File: src/rtl/mystic_div_pkg.sv
// Shared state encoding, funct3 codes and default widths for the divide sequencer.
package mystic_div_pkg;

  localparam int XLEN_DEFAULT  = 64;
  localparam int TAG_W_DEFAULT = 5;

  localparam logic [2:0] F3_DIV  = 3'b100;
  localparam logic [2:0] F3_DIVU = 3'b101;
  localparam logic [2:0] F3_REM  = 3'b110;
  localparam logic [2:0] F3_REMU = 3'b111;

  typedef enum logic [4:0] {
    S_IDLE  = 5'b00001,
    S_ISSUE = 5'b00010,
    S_WAIT  = 5'b00100,
    S_DRAIN = 5'b01000,
    S_RESP  = 5'b10000
  } state_e;

endpackage

File: src/rtl/mystic_div_prep.sv
// Operand extension and RISC-V divide special-case detection (divide-by-zero,
// signed overflow) with the architecturally defined quotient/remainder.
module mystic_div_prep
  import mystic_div_pkg::*;
#(
  parameter int XLEN = XLEN_DEFAULT
) (
  input  logic            unsigned_op,
  input  logic            word,
  input  logic [XLEN-1:0] rs1,
  input  logic [XLEN-1:0] rs2,
  output logic            signed_op,
  output logic [XLEN-1:0] upper,
  output logic [XLEN-1:0] lower,
  output logic            div_zero,
  output logic            overflow,
  output logic [XLEN-1:0] special_quot,
  output logic [XLEN-1:0] special_rem
);

  logic [XLEN-1:0] min_val;

  always_comb begin
    signed_op = ~unsigned_op;
    if (word) begin
      upper   = signed_op ? {{(XLEN-32){rs1[31]}}, rs1[31:0]} : {{(XLEN-32){1'b0}}, rs1[31:0]};
      lower   = signed_op ? {{(XLEN-32){rs2[31]}}, rs2[31:0]} : {{(XLEN-32){1'b0}}, rs2[31:0]};
      // Most negative 32-bit value as it appears after sign extension
      min_val = {{(XLEN-32){1'b1}}, 1'b1, 31'b0};
    end else begin
      upper   = rs1;
      lower   = rs2;
      min_val = {1'b1, {(XLEN-1){1'b0}}};
    end
    div_zero     = (lower == '0);
    overflow     = signed_op && (upper == min_val) && (lower == '1);
    special_quot = div_zero ? '1 : upper;
    special_rem  = div_zero ? upper : '0;
  end

endmodule

File: src/rtl/mystic_div_ctrl.sv
// Sequencer between M-extension issue and the iterative divider.
// Define MYSTIC_DIV_REUSE_EN to reuse the last divider result for matching operands.
module mystic_div_ctrl
  import mystic_div_pkg::*;
#(
  parameter int XLEN  = XLEN_DEFAULT,
  parameter int TAG_W = TAG_W_DEFAULT
) (
  input  logic             clk_i,
  input  logic             rst_i,
  input  logic             req_valid_i,
  output logic             req_ready_o,
  input  logic [2:0]       req_funct3_i,
  input  logic             req_word_i,
  input  logic [XLEN-1:0]  req_rs1_i,
  input  logic [XLEN-1:0]  req_rs2_i,
  input  logic [TAG_W-1:0] req_tag_i,
  input  logic             flush_i,
  output logic             resp_valid_o,
  input  logic             resp_ready_i,
  output logic [XLEN-1:0]  resp_data_o,
  output logic [TAG_W-1:0] resp_tag_o,
  output logic             resp_err_o,
  output logic             div_enable_o,
  output logic             div_upper_signed_o,
  output logic             div_lower_signed_o,
  output logic [XLEN-1:0]  div_upper_o,
  output logic [XLEN-1:0]  div_lower_o,
  input  logic [XLEN-1:0]  div_result_i,
  input  logic [XLEN-1:0]  div_rem_i,
  input  logic             div_ready_i,
  input  logic             div_exception_i
);

  state_e state_reg, state_next;

  logic [TAG_W-1:0] tag_reg;
  logic             sel_rem_reg, word_reg, signed_reg, err_reg;
  logic [XLEN-1:0]  upper_reg, lower_reg, quot_reg, rem_reg;

  logic            prep_signed, prep_zero, prep_ovf, prep_special;
  logic [XLEN-1:0] prep_upper, prep_lower, prep_quot, prep_rem;
  logic            accept, reuse_hit, div_done, f3_unused;
  logic [XLEN-1:0] sel_data;

  // funct3[2] is always set for the divide group, so it carries no information
  assign f3_unused = req_funct3_i[2];

  mystic_div_prep #(.XLEN(XLEN)) u_prep (
    .unsigned_op  (req_funct3_i[0]),
    .word         (req_word_i),
    .rs1          (req_rs1_i),
    .rs2          (req_rs2_i),
    .signed_op    (prep_signed),
    .upper        (prep_upper),
    .lower        (prep_lower),
    .div_zero     (prep_zero),
    .overflow     (prep_ovf),
    .special_quot (prep_quot),
    .special_rem  (prep_rem)
  );

  assign prep_special = prep_zero | prep_ovf;
  assign req_ready_o  = (state_reg == S_IDLE) && !rst_i;
  assign accept       = req_valid_i && req_ready_o;
  // A flush coinciding with the ready pulse discards the result
  assign div_done     = (state_reg == S_WAIT) && div_ready_i && !flush_i;

  always_ff @(posedge clk_i) begin
    if (rst_i) state_reg <= S_IDLE;
    else       state_reg <= state_next;
  end

  always_comb begin
    state_next   = state_reg;
    div_enable_o = 1'b0;
    resp_valid_o = 1'b0;
    unique case (state_reg)
      S_IDLE: begin
        if (accept) state_next = (prep_special || reuse_hit) ? S_RESP : S_ISSUE;
      end
      S_ISSUE: begin
        div_enable_o = 1'b1;
        state_next   = flush_i ? S_DRAIN : S_WAIT;
      end
      S_WAIT: begin
        if (flush_i)          state_next = div_ready_i ? S_IDLE : S_DRAIN;
        else if (div_ready_i) state_next = S_RESP;
      end
      S_DRAIN: begin
        if (div_ready_i) state_next = S_IDLE;
      end
      S_RESP: begin
        resp_valid_o = 1'b1;
        if (flush_i || resp_ready_i) state_next = S_IDLE;
      end
      default: state_next = S_IDLE;
    endcase
  end

`ifdef MYSTIC_DIV_REUSE_EN
  logic            cache_valid_reg, cache_signed_reg;
  logic [XLEN-1:0] cache_upper_reg, cache_lower_reg, cache_quot_reg, cache_rem_reg;

  assign reuse_hit = cache_valid_reg && (cache_signed_reg == prep_signed) &&
                     (cache_upper_reg == prep_upper) && (cache_lower_reg == prep_lower);

  always_ff @(posedge clk_i) begin
    if (rst_i) begin
      cache_valid_reg  <= 1'b0;
      cache_signed_reg <= 1'b0;
      cache_upper_reg  <= '0;
      cache_lower_reg  <= '0;
      cache_quot_reg   <= '0;
      cache_rem_reg    <= '0;
    end else if (div_done) begin
      cache_valid_reg  <= !div_exception_i;
      cache_signed_reg <= signed_reg;
      cache_upper_reg  <= upper_reg;
      cache_lower_reg  <= lower_reg;
      cache_quot_reg   <= div_result_i;
      cache_rem_reg    <= div_rem_i;
    end else if ((state_reg == S_WAIT || state_reg == S_DRAIN) && div_ready_i) begin
      cache_valid_reg <= 1'b0;
    end
  end
`else
  assign reuse_hit = 1'b0;
`endif

  always_ff @(posedge clk_i) begin
    if (rst_i) begin
      tag_reg     <= '0;
      sel_rem_reg <= 1'b0;
      word_reg    <= 1'b0;
      signed_reg  <= 1'b0;
      err_reg     <= 1'b0;
      upper_reg   <= '0;
      lower_reg   <= '0;
      quot_reg    <= '0;
      rem_reg     <= '0;
    end else begin
      if (accept) begin
        tag_reg     <= req_tag_i;
        sel_rem_reg <= req_funct3_i[1];
        word_reg    <= req_word_i;
        signed_reg  <= prep_signed;
        err_reg     <= 1'b0;
        upper_reg   <= prep_upper;
        lower_reg   <= prep_lower;
        if (prep_special) begin
          quot_reg <= prep_quot;
          rem_reg  <= prep_rem;
        end
`ifdef MYSTIC_DIV_REUSE_EN
        else if (reuse_hit) begin
          quot_reg <= cache_quot_reg;
          rem_reg  <= cache_rem_reg;
        end
`endif
      end
      if (div_done) begin
        quot_reg <= div_result_i;
        rem_reg  <= div_rem_i;
        err_reg  <= div_exception_i;
      end
    end
  end

  assign div_upper_o        = upper_reg;
  assign div_lower_o        = lower_reg;
  assign div_upper_signed_o = signed_reg;
  assign div_lower_signed_o = signed_reg;

  // W results are always sign-extended from bit 31, including DIVUW/REMUW
  assign sel_data    = sel_rem_reg ? rem_reg : quot_reg;
  assign resp_data_o = word_reg ? {{(XLEN-32){sel_data[31]}}, sel_data[31:0]} : sel_data;
  assign resp_tag_o  = tag_reg;
  assign resp_err_o  = err_reg;

endmodule

File: config.mk
export PLATFORM = sky130hd
export DESIGN_NAME = mystic_div_ctrl
export DESIGN_NICKNAME = d
export VERILOG_FILES = /design/src/rtl/mystic_div_pkg.sv /design/src/rtl/mystic_div_prep.sv /design/src/rtl/mystic_div_ctrl.sv
export SDC_FILE = /design/constraint.sdc
export NUM_CORES = 1
export LEC_CHECK = 0
export CAP_MARGIN = 20
export CORE_AREA = 2 2 187 189
export CTS_BUF_LIST = sky130_fd_sc_hd__clkbuf_8
export DETAILED_ROUTE_END_ITERATION = 8
export DIE_AREA = 0 0 189 191
export DONT_BUFFER_PORTS = 1
export PLACE_DENSITY = 0.52
export SETUP_SLACK_MARGIN = 0.5
export SLEW_MARGIN = 20
export SYNTH_ARGS = -nofsm -noshare
export SYNTH_HDL_FRONTEND = slang
export SYNTH_HIERARCHICAL = 1
export SYNTH_SLANG_ARGS = --single-unit
File: constraint.sdc
create_clock -name clk_i -period 9.2 [get_ports clk_i]
set_input_delay 1.84 -clock clk_i [delete_from_list [all_inputs] [get_ports clk_i]]
set_output_delay 1.84 -clock clk_i [all_outputs]
set_load 0.01 [all_outputs]
=== Word-level counts from Yosys, hierarchy flattened ===
Index checks and enable logic that the tools add are counted.

* Register bits after elaboration: 270
* Memories kept: 0
* Input bits: 272
* Memory bits (read-only): 0
* Bits in writable memories: 0
* Latch bits: 0
* Output and inout port bits: 203

* Shift operators: 0
* Reduce and logical (&&, ||, !) cells: 14
* Magnitude comparators: 0
* Add/sub/neg operators: 0
* Mux-type cells: 28
* Multipliers: 0
* Bitwise gates (word level): 2
* Eq/ne operators: 11
* Divide/modulo/power cells: 0

{| class="wikitable"
|+ Operator list
! kind !! number
|-
| 64-bit 2-to-1 mux || 14
|-
| 64-bit equality test || 1
|-
| 64-bit equality test, second input constant || 1
|-
| 64-bit logical NOT || 1
|-
| 63-bit 2-to-1 mux || 1
|-
| 5-bit 2-to-1 mux || 6
|-
| 5-bit case mux with 5 select lines || 1
|-
| 4-bit 2-to-1 mux || 2
|-
| 1-bit logical AND || 6
|-
| 2-bit inequality test, second input constant || 3
|-
| 5-bit by 1-bit equality test with 1-bit output, second input constant || 1
|-
| 5-bit by 2-bit equality test with 1-bit output, second input constant || 1
|-
| 5-bit by 3-bit equality test with 1-bit output, second input constant || 1
|-
| 5-bit by 4-bit equality test with 1-bit output, second input constant || 1
|-
| 5-bit equality test, second input constant || 1
|-
| 1-bit 2-to-1 mux || 4
|-
| 4-bit AND reduction || 1
|-
| 2-bit nonzero test || 2
|-
| 3-bit inequality test, second input constant || 1
|-
| 1-bit logical NOT || 2
|-
| 2-bit AND reduction || 1
|-
| 1-bit logical OR || 1
|-
| 1-bit inverter || 1
|-
| 1-bit OR || 1
|}

=== Logic depth before layout (Yosys ltp) ===
* Depth in word-level cells: 9
* Depth in mapped cells: 12

=== Cells and area by module ===
Netlist, hierarchy kept.

{| class="wikitable"
|+ By module, submodules not included
! module !! cells an instance !! area an instance (µm²) !! times used
|-
| mystic_div_ctrl || 1188 || 10939.2 || 1
|-
| mystic_div_prep || 410 || 2502.4 || 1
|}

=== Worst setup path before layout ===
No wires, ideal clock.

* Kind: input to register
* Start: input req_rs1_i[17]
* End: register quot_reg[0]
* Slack: 4612 ps
* Arrival time: 4529 ps
* Path buffers: 2
* Cell stages on the path: 10
* Path through: or4_1 or4_1 or4_1 nor4_2 or2_2 nand3_1 nor3_1 clkbuf_1 buf_2 a221o_1

* Longest elaborated chain between the ends: 8

{| class="wikitable"
|+ RTL lines
! what !! RTL line !! source
|-
| from (decl) || mystic_div_ctrl.sv:15 || <nowiki>input logic [XLEN-1:0] req_rs1_i,</nowiki>
|-
| 64-bit 2-to-1 mux || mystic_div_prep.sv:26 || <nowiki>upper = signed_op ? {{(XLEN-32){rs1[31]}}, rs1[31:0]} : {{(XLEN-32){1'b0}}, rs1[31:0]};</nowiki>
|-
| 64-bit 2-to-1 mux (*) || mystic_div_prep.sv:25 || <nowiki>if (word) begin</nowiki>
|-
| 64-bit equality test (*) || mystic_div_prep.sv:36 || <nowiki>overflow = signed_op && (upper == min_val) && (lower == '1);</nowiki>
|-
| 1-bit logical AND (*) (2 in a row) || mystic_div_prep.sv:36 ||
|-
| named net prep_ovf || mystic_div_ctrl.sv:41 || <nowiki>logic prep_signed, prep_zero, prep_ovf, prep_special;</nowiki>
|-
| 1-bit OR (*) || mystic_div_ctrl.sv:63 || <nowiki>assign prep_special = prep_zero | prep_ovf;</nowiki>
|-
| 2-bit nonzero test (no source line) (*) || n/a ||
|-
| 2-bit AND reduction (no source line) (*) || n/a ||
|-
| to (signal assigned) || mystic_div_ctrl.sv:152 || <nowiki>quot_reg <= prep_quot;</nowiki>
|-
| to (signal assigned) || mystic_div_ctrl.sv:163 || <nowiki>quot_reg <= div_result_i;</nowiki>
|-
| to (decl) || mystic_div_ctrl.sv:39 || <nowiki>logic [XLEN-1:0] upper_reg, lower_reg, quot_reg, rem_reg;</nowiki>
|}

The timed path passes the listed nets; every way through them passes the cells marked *.
A chain may end at the register's enable or synchronous reset.

=== Worst setup path after layout ===
* Start: input req_rs1_i[17]
* End: register quot_reg[61]

The elaborated chain is that of the path after synthesis.

==> summary.txt <==
Outcome
  • Status: finished, final reports clean

Setup path
  • WS Path Type: in2reg
  • Worst path buffer plus inverter count: 1
  • Worst EP arrival: 5.39 ns
  • CP top delay family: simple AND/OR/NAND/NOR gates
  • CP endpoint kind: flop
  • R2R depth: 4
  • Stages on the worst setup path: 9
  • Worst-path maximum fanout: 60
  • Worst Setup Start Kind: input pin
  • CP dominant cell by count: or4_1
  • Critical Path Slowest Stage Cell: or4_1
  • Delay of the slowest critical-path stage: 0.61 ns
  • WP data required: between 9 and 10 ns
  • Worst-path cell chain: or4_1, or4_1, or4_1, nor4_2, or2_2, nand3_1, nor3_2, buf_4, a221o_1

Logic synthesis
  • FFs w/ async S/R, synth: 0
  • Syn Area/Cell: roughly 8.4 sq um
  • Sequential area share after synthesis: 0.402
  • Top cells by count, synth: nand2_1, dfxtp_1, o21ai_0, and2_1, a221o_1
  • Synth Register Bits: 270
  • Synth top area cells: dfxtp_1, a221o_1, nand2_1, and2_1, o21ai_0
  • Synth top area share: 0.402
  • Ys Warns: 6
  • Post-Synthesis Net Count: between 1,500 and 2,000
  • Most common cell in the synthesized netlist: nand2_1
  • EDFF count, synth: 0
  • Post-Synthesis Cells: 1,598
  • Mapped Area: about 13,000 sq um
  • Synth Flop Type: dfxtp_1
  • Number of distinct library cells after synthesis: 52
  • Largest area contributor in the netlist: dfxtp_1

Timing
  • WHS: 0.479 ns
  • Upper clock frequency limit: 0.206 GHz
  • Final setup viols: 0
  • Final period util: 0.528
  • Max Slew Vio Count: 0
  • Fin. Hold Viols: 0
  • Setup TNS: 0 ns
  • Slew @ Worst Pin: between 1 and 1.5 ns
  • Skew final: 0.0126 ns
  • Relative slew slack: 0.275
  • Tmin final: 4.86 ns
  • RSZ-0062 raised after global routing: no

Clock tree
  • CTS hold repair buffers: 0
  • CTS sink count: 270
  • CTS Root Cell: clkbuf_8
  • CTS H-tree depth: 2
  • Cts bufs inserted: 49
  • Post-CTS sizing: 0
  • Worst-path clk slew: 0.06 ns
  • CTS tree: yes
  • Clk_lat worst skew: 0.59 ns
  • Clock Tree Buf Depth: 3
  • Setup Fix Bufs, Post-CTS: 0

Placed design
  • Gp weighted congestion: roughly 0.87
  • Final HPWL DP: around 31,000 um
  • Port-buffer cells: 0

Detailed routing
  • Wirelength, routed: 46,400 um
  • Vias: 11,300
  • Drc violations: 0
  • Drt pass-1 iters: 6
  • Antenna viol nets, final: 0
  • DR vias/cell: 5.81
  • Initial DRC Count: 734
  • Wire per inst: 23.8 um

Power and ir drop
  • Maximum vdd drop: 0.104 mV
  • Net Sw Frac: 0.291
  • Clock network fraction of design power: 0.418
  • Logic pwr share: 0.102
  • Static leakage: between 5 and 6 nW
  • Internal: 2.01 mW
  • Sequential share of power: 0.480
  • Sw power: 827 uW
  • Pwr Density: slightly above 200 nW/um^2

Floorplan
  • Starting Density: 0.394
  • Ports: 475
  • Chip height: 191 um
  • DIE AREA: 36,100 sq um
  • # rows: 68
  • Horiz. Die Dim: around 190 um
  • Core outline area: 34,100 sq um

Global route
  • Global-route wire length before repair: 68,300 um
  • Initial antenna violation count: 5
  • GR Overflow Total: 0
  • Gr usage total: 0.243
  • Largest net degree at the start of global routing: 107
  • Via count of the first global-routing pass: 10,900

Final layout
  • Fraction of layout cells with a size suffix above 1: 0.0901
  • P&R area growth vs syn: 4.18%
  • Nets@finish: 1,723

Hold path
  • Hold Crit Class: reg2reg
  • Hold depth: 1

Run
  • Max_cap viols: 0
-- routing by layer --
metal,track usage,share of wire
met3,0.0813,0.091
met2,0.393,0.46
met5,0,0
met4,0.0892,0.032
met1,0.300,0.42
-- cell usage in the layout, fill, tap and decap left out, drive strengths merged, types with 32 or more instances in the layout --
cell | netlist | final
nand2 | 275 | 275
dfxtp | 270 | 270
o21ai | 173 | 173
and2 | 130 | 130
a221o | 128 | 128
a21oi | 67 | 67
clkbuf | 95 | 67
inv | 36 | 53
nor3 | 35 | 35
nor3b | 34 | 34
mux2i | 33 | 33
mux2 | 32 | 32
a21o | 32 | 32
o21bai | 32 | 32
-- power groups by stage --
stage	sequential (mW)	combinational, mW	clock, mW
5_1_grt	1.37	0.325	1.27
6_report	1.36	0.291	1.19
3_5_place_dp	1.39	0.293	0
3_3_place_gp	1.39	0.288	0
2_1_floorplan	1.35	0.271	0
4_1_cts	1.36	0.292	1.22
-- metrics by stage --
stage | cell area [sq um] | power, mW | instances | utilization | worst slack, ns
finish | 14000 | 2.84 | 1951 | 0.410 | 4.34
global route | 14000 | 2.97 | 1947 | 0.410 | 4.15
CTS | 14000 | 2.87 | 1943 | 0.410 | 4.30
detailed placement | 12900 | 1.68 | 1855 | 0.380 | 3.66
global placement | 12900 | 1.68 | 1855 | 0.380 | 3.69
floorplan | 13400 | 1.62 | 1598 | - | 4.61
-- final cells by class --
cell class	instances	area [sq um]
multi-input combinational	1077	6710
timing repair buffer	16	120
fill	3499	20100
sequential	270	5410
clock buffer	67	922
clock inverter	21	111
inverter	37	141
antenna	8	20.0
tap	455	569
-- cell families after synthesis --
group / synth area share
and+or+nand+nor: 0.218
muxes: 0.0514
DFF: 0.402
buffers and inverters: 0.101
AOI/OAI and AO/OA: 0.227
-- worst paths after layout --
check	startpoint	end	slack, ns
max	req_rs1_i[17]	quot_reg[61]	4.34
min	rem_reg[17]	rem_reg[17]	0.48
max reg2reg	state_reg[1]	div_lower_o[53]	6.26
min reg2reg	rem_reg[17]	rem_reg[17]	0.48
(Power assumes the default switching activity.)
